`config.mk`:
```
export PLATFORM = sky130hd
export DESIGN_NAME = pdm_audio_tx
export DESIGN_NICKNAME = d
export VERILOG_FILES = /design/src/rtl/pdm_pkg.sv /design/src/rtl/sample_fifo.sv /design/src/rtl/pdm_audio_tx.sv
export SDC_FILE = /design/constraint.sdc
export NUM_CORES = 1
export LEC_CHECK = 0
export ABC_CLOCK_PERIOD_IN_PS = 3410
export CAP_MARGIN = 20
export CORE_UTILIZATION = 30
export DETAILED_ROUTE_END_ITERATION = 8
export PLACE_DENSITY = 0.5
export SLEW_MARGIN = 20
export SYNTH_ARGS = -nofsm -noshare
export SYNTH_HDL_FRONTEND = slang
export SYNTH_SLANG_ARGS = --single-unit
export TNS_END_PERCENT = 50
```
`constraint.sdc`:
```
create_clock -name clk_in -period 3.41 [get_ports clk_in]
set_input_delay 0.682 -clock clk_in [delete_from_list [all_inputs] [get_ports clk_in]]
set_output_delay 0.682 -clock clk_in [all_outputs]
set_load 0.1 [all_outputs]
```
`src/rtl/pdm_pkg.sv`:
```
// Constants and helpers shared by the PDM microphone decimator and the PDM playback modulator.
package pdm_pkg;

  localparam int PDM_STEP_PERIOD = 32;
  localparam int PDM_OVERSAMPLE  = 256;

  // Two's complement to offset binary: -128..127 maps onto 0..255.
  function automatic logic [7:0] to_offset_bin(input logic signed [7:0] s);
    return {~s[7], s[6:0]};
  endfunction

endpackage

```
`src/rtl/sample_fifo.sv`:
```
// Small synchronous FIFO holding audio samples between the playback path and the modulator.
module sample_fifo #(
  parameter  int DATA_WIDTH = 8,
  parameter  int DEPTH      = 4,
  localparam int AW         = $clog2(DEPTH)
) (
  input  logic                  clk,
  input  logic                  rst,
  input  logic                  push,
  input  logic                  pop,
  input  logic [DATA_WIDTH-1:0] wdata,
  output logic [DATA_WIDTH-1:0] rdata,
  output logic                  full,
  output logic                  empty,
  output logic [AW:0]           count
);

  logic [DATA_WIDTH-1:0] mem [DEPTH];
  logic [AW-1:0]         wr_ptr, rd_ptr;
  logic                  do_push, do_pop;

  assign full    = (count == (AW+1)'(DEPTH));
  assign empty   = (count == '0);
  assign do_push = push && !full;
  assign do_pop  = pop && !empty;
  assign rdata   = mem[rd_ptr];

  // Storage is not reset; count and pointers define what is valid.
  always_ff @(posedge clk) begin
    if (do_push) mem[wr_ptr] <= wdata;
  end

  always_ff @(posedge clk or posedge rst) begin
    if (rst) begin
      wr_ptr <= '0;
      rd_ptr <= '0;
      count  <= '0;
    end else begin
      if (do_push) wr_ptr <= wr_ptr + 1'b1;
      if (do_pop)  rd_ptr <= rd_ptr + 1'b1;
      case ({do_push, do_pop})
        2'b10:   count <= count + 1'b1;
        2'b01:   count <= count - 1'b1;
        default: count <= count;
      endcase
    end
  end

endmodule

```
`src/rtl/pdm_audio_tx.sv`:
```
// Playback PDM transmitter: sample FIFO feeding a first-order sigma-delta modulator.
module pdm_audio_tx
  import pdm_pkg::*;
#(
  parameter  int STEP_PERIOD = PDM_STEP_PERIOD,
  parameter  int OVERSAMPLE  = PDM_OVERSAMPLE,
  parameter  int FIFO_DEPTH  = 4,
  localparam int CW          = $clog2(FIFO_DEPTH) + 1
) (
  input  logic              clk_in,
  input  logic              rst_in,
  input  logic              enable_in,
  input  logic signed [7:0] sample_in,
  input  logic              sample_valid_in,
  output logic              sample_ready_out,
  output logic              pdm_out,
  output logic              pdm_clk_out,
  output logic              underrun_out,
  output logic [CW-1:0]     fifo_count_out
);

  localparam int SW = $clog2(STEP_PERIOD);
  localparam int BW = $clog2(OVERSAMPLE);

  logic [SW-1:0]     step_cnt;
  logic [BW-1:0]     bit_cnt;
  logic [7:0]        acc;
  logic signed [7:0] cur_sample, next_sample, x;
  logic [7:0]        head;
  logic [8:0]        sum;
  logic              full, empty, step, boundary, pop;

  sample_fifo #(.DATA_WIDTH(8), .DEPTH(FIFO_DEPTH)) u_fifo (
    .clk   (clk_in),
    .rst   (rst_in),
    .push  (sample_valid_in),
    .pop   (pop),
    .wdata (sample_in),
    .rdata (head),
    .full  (full),
    .empty (empty),
    .count (fifo_count_out)
  );

  assign sample_ready_out = ~full;
  assign step         = enable_in && (step_cnt == SW'(STEP_PERIOD - 1));
  assign boundary     = step && (bit_cnt == '0);
  assign pop          = boundary && !empty;
  assign underrun_out = boundary && empty;

  // The boundary step already modulates the new sample, so there is no one-sample lag.
  assign next_sample = empty ? 8'sh00 : $signed(head);
  assign x           = boundary ? next_sample : cur_sample;
  assign sum         = {1'b0, acc} + {1'b0, to_offset_bin(x)};

  always_ff @(posedge clk_in or posedge rst_in) begin
    if (rst_in) begin
      step_cnt    <= '0;
      bit_cnt     <= '0;
      acc         <= '0;
      cur_sample  <= '0;
      pdm_out     <= 1'b0;
      pdm_clk_out <= 1'b0;
    end else if (!enable_in) begin
      // cur_sample is kept; the abandoned sample is not resumed.
      step_cnt    <= '0;
      bit_cnt     <= '0;
      acc         <= '0;
      pdm_out     <= 1'b0;
      pdm_clk_out <= 1'b0;
    end else begin
      step_cnt    <= step ? '0 : step_cnt + 1'b1;
      pdm_clk_out <= (step_cnt < SW'(STEP_PERIOD / 2));
      if (step) begin
        bit_cnt <= bit_cnt + 1'b1;
        acc     <= sum[7:0];
        pdm_out <= sum[8];
      end
      if (boundary) cur_sample <= next_sample;
    end
  end

endmodule

```
==> flow_metrics.env <==
export IMPL_cts_buffers=9
export IMPL_cts_resized=0
export IMPL_avgSynthCellArea_um2=13.0
export IMPL_cpMostUsedCell="ha_1"
export IMPL_path_clk_slew_ps=60
export IMPL_die_area_um2=12100
export IMPL_swShare=0.324
export IMPL_drive_gt1_frac=0.197
export IMPL_grt_max_degree=39
export IMPL_ys_ff_latch=70
export IMPL_critPathSlowestCell="fa_1"
export IMPL_period_minus_slack_ps=2920
export IMPL_p_switching_uw=785
export IMPL_yosysWarningCount=0
export IMPL_synth_cells=269
export IMPL_fin_cells=442
export IMPL_setup_viol_count_final=0
export IMPL_worst_slew_margin_rel=0.359
export IMPL_pwr_share_comb=0.204
export IMPL_synth_cell_types=49
export IMPL_drtIter0Drc=33
export IMPL_pre_cts_slack_ps=207
export IMPL_final_max_slew_viol_count=0
export IMPL_coreArea_um2=11400
export IMPL_start_kind="flip-flop"
export IMPL_clockPowerShare=0.362
export IMPL_cp_end_kind="flip-flop"
export IMPL_clock_sinks=70
export IMPL_numPortBuffers=18
export IMPL_cts_root_buf="clkbuf_16"
export IMPL_cp_required_ps=3630
export IMPL_fin_skew_ps=6.60
export IMPL_netlist_area_um2=3510
export IMPL_period_share=0.857
export IMPL_p_int_uw=1630
export IMPL_firstDrtPassIters=4
export IMPL_leakagePower_uw=0.00172
export IMPL_synthFlopType="dfrtp_1"
export IMPL_seq_power_share=0.433
export IMPL_fin_area_um2=4130
export IMPL_hold_viol_final=0
export IMPL_wl_mm=6.00
export IMPL_hpwlAfterDp_mm=4.13
export IMPL_r2r_end="acc[6]$_DFFE_PP0P_"
export IMPL_setup_slack_ps=486
export IMPL_critPathMaxFanout=22
export IMPL_synth_yosys_seq_area_share=0.545
export IMPL_rows=39
export IMPL_antennaDiodeCount=0
export IMPL_htreeDepth=3
export IMPL_fin_nets=325
export IMPL_ant_nets=0
export IMPL_cts_setup_buffers=0
export IMPL_r2r_cells=12
export IMPL_rsz0062_at_grt="no"
export IMPL_via_per_inst=4.61
export IMPL_clock_latency_ps=330
export IMPL_die_h_um=110
export IMPL_status="completed"
export IMPL_synthTopCellsByArea="edfxtp_1, dfrtp_1, ha_1"
export IMPL_grt_overflow=0
export IMPL_place_inst=426
export IMPL_synth_nets=300
export IMPL_hold_buffers=0
export IMPL_critPathCapture="acc[6]$_DFFE_PP0P_"
export IMPL_p_per_area_nw_per_um2=586
export IMPL_peakVddDrop_v=0.000360
export IMPL_grt_usage=0.116
export IMPL_synth_edf_count=32
export IMPL_area_growth_syn_to_layout_pct=17.8
export IMPL_min_path_type="flip-flop to flip-flop"
export IMPL_initial_core_util=0.307
export IMPL_tns_ps=0
export IMPL_critical_path_class="flip-flop to flip-flop"
export IMPL_drc=0
export IMPL_cts_tree="built"
export IMPL_first_global_vias=2102
export IMPL_gp_congestion=0.720
export IMPL_startpoint="step_cnt[0]$_DFF_PP0_"
export IMPL_timing_rr_start="step_cnt[0]$_DFF_PP0_"
export IMPL_avgRoutedWirePerCell_um=13.6
export IMPL_worstPathCellList="ha_1 > and3_1 > ha_1 > nand4_4 > buf_12 > nor2_2 > a21oi_2 > fa_1 > nand2b_1 > a21oi_1 > nor2_1 > a211o_1"
export IMPL_regToRegSetupSlack_ps=490
export IMPL_die_w_um=110
export IMPL_synth_top_cell_by_area="edfxtp_1"
export IMPL_clockBufferDepth=2
export IMPL_synthArstFlopShare=0.543
export IMPL_yosysTopAreaCellShare=0.274
export IMPL_place_area_um2=3850
export IMPL_cap_viol_max_count=0
export IMPL_vias=2039
export IMPL_cp_arrival_ps=3140
export IMPL_fmax_mhz=342
export IMPL_utilization=0.362
export IMPL_antenna_found_initial=0
export IMPL_num_io_pins=19
export IMPL_tightest_slew_ps=958
export IMPL_cp_slowest_stage_delay_ps=420
export IMPL_grt_pass1_wl_mm=10.3
[sequential cells by signal, summed over array words and instances, names as in the netlist]
signal / cells
u_fifo.mem: 32
acc: 8
bit_cnt: 8
cur_sample: 8
step_cnt: 5
u_fifo.count: 3
u_fifo.rd_ptr: 2
u_fifo.wr_ptr: 2
pdm_clk_out: 1
pdm_out: 1
[how the worst min path moves through the flow]
stage | startpoint | to | cells after the start
2_1_floorplan | step_cnt[4]$_DFF_PP0_ | pdm_clk_out$_DFF_PP0_ | 1
3_3_place_gp | step_cnt[4]$_DFF_PP0_ | pdm_clk_out$_DFF_PP0_ | 1
3_5_place_dp | step_cnt[4]$_DFF_PP0_ | pdm_clk_out$_DFF_PP0_ | 1
4_1_cts | step_cnt[4]$_DFF_PP0_ | pdm_clk_out$_DFF_PP0_ | 1
5_1_grt | step_cnt[4]$_DFF_PP0_ | pdm_clk_out$_DFF_PP0_ | 1
6_report | step_cnt[4]$_DFF_PP0_ | pdm_clk_out$_DFF_PP0_ | 1
[cell families (layout without fill, tap and decap cells)]
group                      after synthesis  after routing  synth area share
DFF                                     70             70             0.545
buffers and inverters                   22             52            0.0342
adders and majority gates               19             19            0.0721
xor gates and xnor gates                17             17            0.0425
AOI/OAI and AO/OA                       46             46            0.0970
and+or+nand+nor                         80             80             0.134
muxes                                   15             15            0.0746
[Yosys cell counts, types with 2 or more instances]
library cell / count
mux2i_1: 7
nor3b_1: 2
edfxtp_1: 32
nand4_1: 3
mux4_1: 3
dfrtp_1: 38
a211oi_1: 2
clkbuf_1: 4
nor2b_1: 5
nand3_1: 3
o211ai_1: 3
mux4_2: 5
fa_1: 2
buf_6: 3
xnor2_1: 11
a21oi_1: 5
and2_1: 8
or3_1: 3
xor2_1: 6
nand2_4: 5
o21a_1: 2
o21ai_2: 13
inv_1: 12
and3_1: 7
nand2b_1: 2
nor2_1: 12
nand2_1: 24
nor3_1: 2
ha_1: 17
o21ai_0: 8
a21o_2: 2
[power groups by stage]
stage / registers (µW) / logic [µW] / clock network (µW)
finish: 1050 / 495 / 877
global route: 1060 / 541 / 940
CTS: 1050 / 507 / 909
detailed placement: 1070 / 504 / 0
global placement: 1070 / 498 / 0
floorplan: 1190 / 255 / 0
[cell usage in the layout (no fill, tap or decap), types with 2 or more instances in the layout]
cell type,n
a21o_2,2
nand3_1,2
or3_1,3
a211oi_1,2
and3_1,7
nor3b_1,2
buf_12,2
nor3_1,2
a21oi_1,5
o21ai_0,8
xnor2_1,11
buf_4,10
nand2_1,24
nand2b_1,2
nor2b_1,5
clkdlybuf4s50_1,12
nand4_1,3
nand2_4,5
edfxtp_1,32
o211ai_1,3
fa_1,2
mux4_1,3
nor2_1,12
o21a_1,2
o21ai_2,13
and2_1,8
inv_1,12
inv_6,3
clkbuf_16,9
clkinvlp_4,2
mux4_2,5
ha_1,17
xor2_1,6
mux2i_1,7
dfrtp_1,38
[routing by layer]
layer  track usage  wire [µm]  part of all wire
met3        0.0417        215             0.036
met4        0.0451        102             0.017
met1         0.142       2850              0.48
met5             0          0                 0
met2         0.188       2830              0.47
[critical path: cells and delay by family (launching register included)]
kind,cells,cell delay [ps]
fa+ha+maj,3,830
flops,1,370
compound gates,3,640
simple gates,5,750
buf+inv,1,220
[through the flow]
stage | total power [µW] | hold WS (ps)
global placement | 1560 | 424
global route | 2540 | 481
finish | 2420 | 437
floorplan | 1450 | 409
CTS | 2470 | 443
detailed placement | 1570 | 431
[area by class of cell]
| cell class | count | area (µm²) |
|---|---|---|
| Timing Repair Buffer | 24 | 235 |
| Clock buffer | 9 | 225 |
| Inverter | 12 | 45.0 |
| Tap cell | 143 | 179 |
| Clock inverter | 7 | 55.1 |
| Fill cell | 1135 | 7290 |
| Sequential cell | 70 | 1910 |
| Multi-Input combinational cell | 177 | 1480 |
No activity file was read; power rests on OpenSTA's default activity.
